## src/rtl/dds_pkg.sv

```systemverilog
// Shared constants and types for the DDS phase synthesiser: default widths, step limits,
// the dither LFSR polynomial/seed and the phase quadrant type.
package dds_pkg;

    localparam int          DDS_ACC_W    = 32;
    localparam int          DDS_ADDR_W   = 10;
    localparam int          DDS_DATA_W   = 10;
    localparam logic [31:0] DDS_STEP_MIN = 32'd1;
    localparam logic [31:0] DDS_STEP_MAX = 32'h8000_0000;
    localparam logic [31:0] DDS_STEP_RST = 32'd10000;
    localparam int          DDS_MID      = 2 ** (DDS_DATA_W - 1);

    // Galois form of x^16 + x^14 + x^13 + x^11 + 1, shifting right.
    localparam int          LFSR_W    = 16;
    localparam logic [15:0] LFSR_TAPS = 16'hB400;
    localparam logic [15:0] LFSR_SEED = 16'hACE1;

    typedef enum logic [1:0] {
        QUAD_0 = 2'd0,
        QUAD_1 = 2'd1,
        QUAD_2 = 2'd2,
        QUAD_3 = 2'd3
    } quadrant_t;

    function automatic logic [15:0] lfsr_next(input logic [15:0] state);
        return {1'b0, state[15:1]} ^ (state[0] ? LFSR_TAPS : 16'h0000);
    endfunction

endpackage

```

## src/rtl/dds_sine_rom.sv

```systemverilog
// Quarter-wave sine table, A[i] = round(AMP*sin(pi/2*(i+0.5)/N)) with AMP = 2^AMP_W-1,
// generated at elaboration; one registered read per clock while ce is high.
module dds_sine_rom #(
    parameter int IDX_W = 8,
    parameter int AMP_W = 9
) (
    input  logic             clk,
    input  logic             reset,
    input  logic             ce,
    input  logic [IDX_W-1:0] idx,
    output logic [AMP_W-1:0] amp
);

    localparam int  N   = 2 ** IDX_W;
    localparam int  AMP = 2 ** AMP_W - 1;
    localparam real PI  = 3.14159265358979;

    function automatic logic [N*AMP_W-1:0] gen_table();
        logic [N*AMP_W-1:0] table_bits;
        real                x;
        table_bits = '0;
        for (int i = 0; i < N; i++) begin
            x = real'(AMP) * $sin(PI / 2.0 * (real'(i) + 0.5) / real'(N));
            table_bits[i*AMP_W +: AMP_W] = AMP_W'($rtoi(x + 0.5));
        end
        return table_bits;
    endfunction

    localparam logic [N*AMP_W-1:0] TABLE = gen_table();

    // NOTE: sequential state is written with <= so every register samples pre-edge values.
    // NOTE: only the read register is reset; the table is a constant and needs no reset.
    always_ff @(posedge clk or negedge reset) begin
        if (!reset) begin
            amp <= '0;
        end else if (ce) begin
            amp <= TABLE[idx*AMP_W +: AMP_W];
        end
    end

endmodule

```

## src/rtl/dds_phase_synth.sv

```systemverilog
// Phase accumulator feeding a 3-stage quarter-wave lookup that produces offset-binary sine
// samples. Build macro PHASE_DITHER_EN adds LFSR dither to the lookup copy of the phase.
module dds_phase_synth
    import dds_pkg::*;
#(
    parameter int               ACC_W    = DDS_ACC_W,
    parameter int               ADDR_W   = DDS_ADDR_W,
    parameter int               DATA_W   = DDS_DATA_W,
    parameter logic [ACC_W-1:0] STEP_MIN = ACC_W'(DDS_STEP_MIN),
    parameter logic [ACC_W-1:0] STEP_MAX = ACC_W'(DDS_STEP_MAX),
    parameter logic [ACC_W-1:0] STEP_RST = ACC_W'(DDS_STEP_RST)
) (
    input  logic              clk,
    input  logic              reset,
    input  logic              enable,
    input  logic [ACC_W-1:0]  step,
    input  logic              step_load,
    input  logic              phase_clr,
    output logic [ACC_W-1:0]  phase_out,
    output logic [DATA_W-1:0] sample,
    output logic              sample_valid,
    output logic              wrap_pulse
);

    localparam int                IDX_W  = ADDR_W - 2;
    localparam int                AMP_W  = DATA_W - 1;
    localparam logic [DATA_W-1:0] MID    = DATA_W'(2 ** (DATA_W - 1));
    localparam logic [DATA_W-1:0] MID_LO = DATA_W'(2 ** (DATA_W - 1) - 1);

    logic [ACC_W-1:0]  acc;
    logic [ACC_W-1:0]  acc_next;
    logic [ACC_W-1:0]  step_reg;
    logic [ACC_W-1:0]  step_clamped;
    logic              acc_wrap;
    logic              acc_valid;
    logic              wrap_next;

    logic [ADDR_W-1:0] lookup_bits;
    logic [IDX_W-1:0]  idx_raw;
    quadrant_t         quad_now;

    quadrant_t         q1;
    logic [IDX_W-1:0]  idx1;
    logic              wrap1;
    logic              valid1;

    quadrant_t         q2;
    logic [AMP_W-1:0]  amp2;
    logic              wrap2;
    logic              valid2;

    // NOTE: default first so every path assigns step_clamped and no latch is inferred.
    always_comb begin
        step_clamped = step;
        if (step < STEP_MIN) begin
            step_clamped = STEP_MIN;
        end else if (step > STEP_MAX) begin
            step_clamped = STEP_MAX;
        end
    end

    assign {wrap_next, acc_next} = {1'b0, acc} + {1'b0, step_reg};

    // The accumulator keeps running across step loads, so retuning is phase-continuous.
    always_ff @(posedge clk or negedge reset) begin
        if (!reset) begin
            acc       <= '0;
            acc_wrap  <= 1'b0;
            acc_valid <= 1'b0;
            step_reg  <= STEP_RST;
        end else begin
            if (step_load) begin
                step_reg <= step_clamped;
            end
            if (phase_clr) begin
                acc      <= '0;
                acc_wrap <= 1'b0;
            end else if (enable) begin
                acc      <= acc_next;
                acc_wrap <= wrap_next;
            end
            if (enable || phase_clr) begin
                acc_valid <= 1'b1;
            end
        end
    end

    assign phase_out = acc;

`ifdef PHASE_DITHER_EN
    localparam int DITHER_W = (ACC_W - ADDR_W > LFSR_W) ? LFSR_W : (ACC_W - ADDR_W);

    logic [LFSR_W-1:0] lfsr;

    always_ff @(posedge clk or negedge reset) begin
        if (!reset) begin
            lfsr <= LFSR_SEED;
        end else if (enable) begin
            lfsr <= lfsr_next(lfsr);
        end
    end

    // Dither only perturbs the lookup copy; acc and phase_out stay exact.
    assign lookup_bits = ADDR_W'((acc + ACC_W'(lfsr[LFSR_W-1 -: DITHER_W])) >> (ACC_W - ADDR_W));
`else
    assign lookup_bits = acc[ACC_W-1 -: ADDR_W];
`endif

    assign quad_now = quadrant_t'(lookup_bits[ADDR_W-1 -: 2]);
    assign idx_raw  = lookup_bits[IDX_W-1:0];

    // S1: quadrant split; odd quadrants walk the quarter table backwards.
    always_ff @(posedge clk or negedge reset) begin
        if (!reset) begin
            q1     <= QUAD_0;
            idx1   <= '0;
            wrap1  <= 1'b0;
            valid1 <= 1'b0;
        end else if (enable) begin
            q1     <= quad_now;
            idx1   <= lookup_bits[ADDR_W-2] ? ~idx_raw : idx_raw;
            wrap1  <= acc_wrap;
            valid1 <= acc_valid;
        end
    end

    // S2: table read, with quadrant and wrap travelling alongside.
    dds_sine_rom #(
        .IDX_W (IDX_W),
        .AMP_W (AMP_W)
    ) u_rom (
        .clk   (clk),
        .reset (reset),
        .ce    (enable),
        .idx   (idx1),
        .amp   (amp2)
    );

    always_ff @(posedge clk or negedge reset) begin
        if (!reset) begin
            q2     <= QUAD_0;
            wrap2  <= 1'b0;
            valid2 <= 1'b0;
        end else if (enable) begin
            q2     <= q1;
            wrap2  <= wrap1;
            valid2 <= valid1;
        end
    end

    // S3: fold into offset binary; sample only moves when a valid phase arrives.
    always_ff @(posedge clk or negedge reset) begin
        if (!reset) begin
            sample       <= MID;
            sample_valid <= 1'b0;
            wrap_pulse   <= 1'b0;
        end else begin
            sample_valid <= enable & valid2;
            wrap_pulse   <= enable & valid2 & wrap2;
            if (enable && valid2) begin
                if (q2 inside {QUAD_2, QUAD_3}) begin
                    sample <= MID_LO - {1'b0, amp2};
                end else begin
                    sample <= MID + {1'b0, amp2};
                end
            end
        end
    end

endmodule

```

## config.mk

```make
export PLATFORM = sky130hd
export DESIGN_NAME = dds_phase_synth
export DESIGN_NICKNAME = d
export VERILOG_FILES = /design/src/rtl/dds_pkg.sv /design/src/rtl/dds_sine_rom.sv /design/src/rtl/dds_phase_synth.sv
export SDC_FILE = /design/constraint.sdc
export NUM_CORES = 1
export LEC_CHECK = 0
export ABC_AREA = 1
export BUFFER_PORTS_ARGS = -buffer_cell sky130_fd_sc_hd__buf_4
export CORE_ASPECT_RATIO = 0.8
export CORE_MARGIN = 4
export CORE_UTILIZATION = 50
export CTS_BUF_LIST = sky130_fd_sc_hd__clkbuf_4
export CTS_CLUSTER_DIAMETER = 50
export DETAILED_ROUTE_END_ITERATION = 6
export PLACE_DENSITY_LB_ADDON = 0.1
export SLEW_MARGIN = 10
export SYNTH_ARGS = -nofsm -noshare
export SYNTH_HDL_FRONTEND = slang
export SYNTH_SLANG_ARGS = --single-unit
```

## constraint.sdc

```tcl
create_clock -name clk -period 1.8 [get_ports clk]
set_input_delay 0.18 -clock clk [delete_from_list [all_inputs] [get_ports clk]]
set_output_delay 0.18 -clock clk [all_outputs]
set_load 0.02 [all_outputs]
```

==> results.toml, run 1 <==
[sta]
rsz0062_at_grt = "yes"
clock.fmax_mhz = 534
setup_ws_ns = -0.0736
skew_ns = 0.0176
period_minus_slack_ns = 1.87
hold_viol = 0
finalSetupTns_ns = -0.555
maxSlewHeadroom = 0.610
slew_violations = 0
worst_pin_slew_ns = 0.583
finalCritPeriodShare = 1.04
setup_viol = 17

[placed_design]
gp_routability_congestion = 0.979
dp_hpwl_microns = 21800
place.port_buffers = 80

[finish]
mostFrequentLayoutCell = "nand2_1"
multiInputGateArea_sq_um = 6220
areaGrowthSynthToFinish_pct = 44.2
drive_above_1_share = 0.357
layout_common_cells = "nand2_1, buf_4, inv_1"
fillers = 1263
diodes = 0
seqCellArea_sq_um = 2540
fin_util = 0.738
nNetsFinal = 1686

[power_and_ir_drop]
p_int_w = 0.00514
switchingPower_w = 0.00408
clkPwrFrac = 0.131
seqPwrFrac = 0.318
ir_drop_v = 0.000431
powerDensity_nw_per_um2 = 750
combPwrFrac = 0.552
swShare = 0.443
p_leak_nw = 6.53

[grt]
antenna_found_initial = 0
grt_pass1_vias = 9198
grt_pass1_wl_microns = 47500
grt_start_max_net_pins = 37
grt_usage = 0.303
overflow = 0

[clock_network]
htreeDepth = 3
clk_path_buf_depth = 2
cts_made_buffers = 9
root_buffer = "clkbuf_4"
clk_pin_slew_worst_paths_ns = 0.17
clk_latency_ns = 0.50
cts.sinks = 101
cts_tree = "done"

[floorplanning]
die_h_microns = 125
die_area_sq_um = 19200
ios = 81
initial_utilization = 0.512
num_rows = 42
die_w_microns = 154
coreArea_sq_um = 16700

[critical_path]
r2r_end = "phase_out[30]"
critPathCapture = "phase_out[30]"
critPathMaxFanout = 4
endpoint_kind = "flop"
arrival_ns = 2.27
crit_type = "reg -> reg"
critPathRequiredTime_ns = 2.19
r2r_cells = 11
r2r_slack_ns = -0.07
critPathLaunchType = "flop"
startpoint = "phase_out[9]"
r2r-start = "phase_out[9]"

[detailed_routing]
firstDrtPassIters = 7
wirelength_microns = 31300
drt-vias-per-instance = 5.39
post_drt_wl_per_cell_microns = 17.1
drc = 2
drtAntennaViolNets = 0
drt_iter0_drc = 979
num_vias = 9855

[logic_synthesis]
synth-xor-area-share = 0.0277
synthMuxAreaShare = 0
synth_cell_type_count = 47
synth_nets = 1427
ys_seq_area_frac = 0.297
synth_top_family_by_area = "simple AND/OR/NAND/NOR gates"
avgSynthCellArea_sq_um = 6.35
syn-cell-area_sq_um = 8520
ys_seq_elements = 101
synthAdderAreaFrac = 0.0699
ys_warn_count = 0
synth_compound_area_frac = 0.111
yosys.area_share.simple = 0.378
syn-instance-count = 1343

[status]
outcome = "finished with violations"
violations = "DRC, setup timing"

[run]
drv_cap = 0

[worst_hold_path]
hold_path_class = "in -> reg"
-- synthesized netlist by cell type, drive strengths merged --
cell / instances / area share
nor3: 12 / 0.0082
a21oi: 45 / 0.027
o211ai: 4 / 0.0035
fa: 1 / 0.0023
a31oi: 4 / 0.0029
buf: 26 / 0.024
dfstp: 6 / 0.018
or2: 6 / 0.0044
clkbuf: 16 / 0.0070
a22o: 1 / 0.0010
and2: 3 / 0.0022
inv: 189 / 0.084
nand3b: 4 / 0.0035
o22ai: 1 / 0.00073
nand3: 91 / 0.053
xor2: 1 / 0.0010
clkinv: 1 / 0.00044
o21ai: 102 / 0.070
nor2: 109 / 0.054
o2111ai: 1 / 0.0010
nand2: 533 / 0.24
a31o: 1 / 0.0010
dfrtp: 95 / 0.28
xnor2: 26 / 0.027
o31ai: 1 / 0.00088
and3: 1 / 0.00073
a21o: 1 / 0.00088
o21bai: 2 / 0.0018
ha: 46 / 0.068
nand4: 14 / 0.010
-- per-stage QoR --
stage	setup WS [ns]	area, sq um	instances	hold WS, ns	total power (W)
floorplan	0.0148	8540	1343	-0.116	0.00543
global placement	-0.205	10400	1752	0.194	0.00722
detailed placement	-0.207	10400	1752	0.189	0.00720
CTS	-0.0550	11400	1812	0.0740	0.00867
global route	-0.218	12300	1827	0.0614	0.00981
finish	-0.0736	12300	1827	0.0910	0.00922
-- worst min-delay path by stage --
stage,from,end,cells past startpoint
floorplan,reset,acc_valid,0
global placement,reset,u_rom.amp[0],1
detailed placement,reset,u_rom.amp[0],1
CTS,phase_clr,phase_out[1],4
global route,phase_clr,phase_out[1],4
finish,phase_clr,phase_out[1],4
-- area by class of cell --
type,count,share of cell area
clock buffers,11,0.00672
inverters,190,0.0599
multi-input cells,1010,0.506
repair buffers,290,0.195
well taps,220,0.0224
clock inverters,5,0.00346
flip-flops and latches,101,0.207
-- cell families (layout without fill, tap and decap cells) --
group | after synthesis | after routing
AND/OR/NAND/NOR | 773 | 773
flip-flops | 101 | 101
AO/OA/AOI/OAI | 163 | 163
adder cells (fa/ha/maj) | 47 | 47
buffers and inverters | 232 | 496
XOR/XNOR | 27 | 27
-- layer usage --
metal  up-vias  share of wire  wire [microns]  global-route usage
li1       4721              -               -                   -
met1      4517           0.42           13000               0.422
met2       524           0.46           14500               0.484
met3        93          0.087            2710              0.0479
met4         0          0.035            1080              0.0966
met5         -              0               0                   0
-- worst max-delay path: stages (launching register included) --
cell and delay (ns):
dfrtp_1 0.45, ha_4 0.34, nand2_4 0.10, nor2_2 0.19, and2_1 0.18, nand2_2 0.08
nand2_4 0.13, nand2_2 0.07, nand2_1 0.06, nand2_1 0.04, nand3_1 0.06, nand2_1 0.05
-- power by group through the flow --
stage                     Combinational [W]  Clock (W)  Sequential (W)
after floorplan                     0.00236          0         0.00306
after global placement              0.00431          0         0.00291
after detailed placement            0.00428          0         0.00292
after CTS                           0.00455    0.00122         0.00291
after global routing                0.00552    0.00131         0.00298
final                               0.00509    0.00121         0.00293
-- what timing repair did --
item / 4_1_cts / 5_1_grt
buffers inserted: 8 / 15
hold endpoints to repair: 68 / 0
gates resized for setup: 112 / 212
pin swaps: 23 / 73
endpoints found under the setup margin: 29 / 36
hold buffers: 36 / 0
Power figures use the tool's default switching activity.
==> run 2, diff against run 1 <==
--- a/config.mk
+++ b/config.mk
@@ -10,7 +10,7 @@
 export CORE_ASPECT_RATIO = 0.8
 export CORE_MARGIN = 4
 export CORE_UTILIZATION = 50
-export CTS_BUF_LIST = sky130_fd_sc_hd__clkbuf_4
+export CTS_BUF_LIST = sky130_fd_sc_hd__clkbuf_16
 export CTS_CLUSTER_DIAMETER = 50
 export DETAILED_ROUTE_END_ITERATION = 6
 export PLACE_DENSITY_LB_ADDON = 0.1
==> results.toml, run 2 (same netlist as run 1, synthesis figures left out) <==
[run]
drv_cap = 0

[sta]
clock.fmax_mhz = 532
period_minus_slack_ns = 1.88
setup_ws_ns = -0.0789
finalCritPeriodShare = 1.04
setup_viol = 13
maxSlewHeadroom = 0.610
hold_viol = 0
rsz0062_at_grt = "yes"
worst_pin_slew_ns = 0.584
slew_violations = 0
skew_ns = 0.00827
finalSetupTns_ns = -0.448

[status]
violations = "setup timing"
outcome = "finished with violations"

[critical_path]
crit_type = "reg -> reg"
arrival_ns = 2.13
crit_path_cell_trace = "ha_4 -> buf_4 -> nand2_4 -> nor2_4 -> and2_1 -> nand2_2 -> nand2_4 -> nand2_2 -> nand2_1 -> nand2_1 -> nand3_1 -> nand2_1"
r2r_end = "phase_out[22]"
endpoint_kind = "flop"
critPathRequiredTime_ns = 2.05
crit_path_frequent_cell = "nand2_1"
cpPeakStageDelay_ns = 0.43
r2r_cells = 12
r2r_slack_ns = -0.08
critPathMaxFanout = 3
crit_path_top_delay_cell = "dfrtp_1"
r2r-start = "step_reg[11]"
critPathLaunchType = "flop"

[clock_network]
cts_tree = "done"
cts.sinks = 101
htreeDepth = 3
root_buffer = "clkbuf_16"
clk_latency_ns = 0.36
clk_path_buf_depth = 2
cts_made_buffers = 9
clk_pin_slew_worst_paths_ns = 0.08

[placed_design]
dp_hpwl_microns = 21800
place.port_buffers = 80
gp_routability_congestion = 0.979

[detailed_routing]
wirelength_microns = 30500
drc = 0
firstDrtPassIters = 5
drt-vias-per-instance = 5.40
drtAntennaViolNets = 0
num_vias = 9648
post_drt_wl_per_cell_microns = 17.1
drt_iter0_drc = 918

[grt]
grt_pass1_vias = 9017
grt_usage = 0.299
grt_start_max_net_pins = 37
grt_pass1_wl_microns = 46700
overflow = 0
antenna_found_initial = 0

[floorplanning]
ios = 81
die_h_microns = 125
die_area_sq_um = 19200
die_w_microns = 154
num_rows = 42
coreArea_sq_um = 16700
initial_utilization = 0.512

[finish]
areaGrowthSynthToFinish_pct = 41.0
nNetsFinal = 1645
mostFrequentLayoutCell = "nand2_1"
drive_above_1_share = 0.358
diodes = 0
fillers = 1302
fin_util = 0.721
layout_common_cells = "nand2_1, buf_4, inv_1"

[worst_hold_path]
hold-path-endpoint = "step_reg[9]"
hold_path_class = "in -> reg"
min_path_cells = 3
min_from = "step[9]"

[power_and_ir_drop]
ir_drop_v = 0.000511
powerDensity_nw_per_um2 = 820
p_leak_nw = 6.37
-- run 2: cell types whose count changed in the layout (fill, tap and decap cells not counted), moves of 3 or more --
| cell | previous run | this run |
|---|---|---|
| dlygate4sd3_1 | 36 | 1 |
| inv_2 | 31 | 28 |
| inv_1 | 151 | 157 |
| o21ai_1 | 23 | 28 |
| nand2_1 | 429 | 433 |
| nand2_4 | 34 | 29 |
| clkbuf_4 | 11 | 0 |
| buf_4 | 234 | 228 |
| clkbuf_16 | 0 | 9 |
| o21ai_2 | 23 | 20 |
-- run 2: worst max path at each step --
stage / start / to / slack [ns] / cells past startpoint
2_1_floorplan: phase_out[3] / phase_out[10] / 0.01 / 10
3_3_place_gp: step_reg[12] / phase_out[30] / -0.20 / 12
3_5_place_dp: phase_out[12] / phase_out[30] / -0.21 / 12
4_1_cts: step_reg[0] / phase_out[20] / -0.04 / 13
5_1_grt: step_reg[11] / phase_out[22] / -0.16 / 12
6_report: step_reg[11] / phase_out[22] / -0.08 / 12
-- run 2: per-stage QoR --
step / setup WS, ns / instances / instance area [sq um] / power [W] / hold WS [ns]
6_report: -0.0789 / 1786 / 12000 / 0.00986 / 0.0530
5_1_grt: -0.157 / 1786 / 12000 / 0.0104 / 0.0529
4_1_cts: -0.0416 / 1774 / 11100 / 0.00933 / 0.0473
3_5_place_dp: -0.207 / 1752 / 10400 / 0.00720 / 0.189
3_3_place_gp: -0.205 / 1752 / 10400 / 0.00722 / 0.194
2_1_floorplan: 0.0148 / 1343 / 8540 / 0.00543 / -0.116
-- run 2: final cells by class --
type,count,area [sq um],area share
multi-input combinational,1010,6190,0.515
tap,220,275,0.0229
inverter,190,731,0.0608
clock buffer,9,225,0.0187
sequential,101,2540,0.211
timing repair buffer,249,2010,0.167
clock inverter,7,50.0,0.00416
-- run 2: where the power goes --
| group | switching, W | total, W | internal, W |
|---|---|---|---|
| clock | 0.000957 | 0.00190 | 0.000948 |
| sequential | 0.000315 | 0.00293 | 0.00262 |
| combinational | 0.00289 | 0.00502 | 0.00213 |
| total | 0.00416 | 0.00986 | 0.00570 |
-- run 2: repair_timing --
item	in CTS	in global routing
hold buffers	1	0
setup buffers	5	12
hold endpoints to repair	28	0
gates resized for setup	103	208
endpoints found under the setup margin	28	35
pin swaps	20	76
-- run 2: worst max-delay path: cells and delay by family (launching register included) --
family,cells,cell delay (ns)
adder cells (fa/ha/maj),1,0.30
buffers and inverters,1,0.12
flip-flops,1,0.43
AND/OR/NAND/NOR,10,0.92
-- run 2: metal layers --
| layer | wire length (microns) | GRT usage | up-vias |
|---|---|---|---|
| met5 | 0 | 0 | - |
| met4 | 992 | 0.0914 | 0 |
| met3 | 2210 | 0.0441 | 80 |
| met2 | 14000 | 0.475 | 448 |
| met1 | 13300 | 0.420 | 4474 |
| li1 | - | - | 4646 |
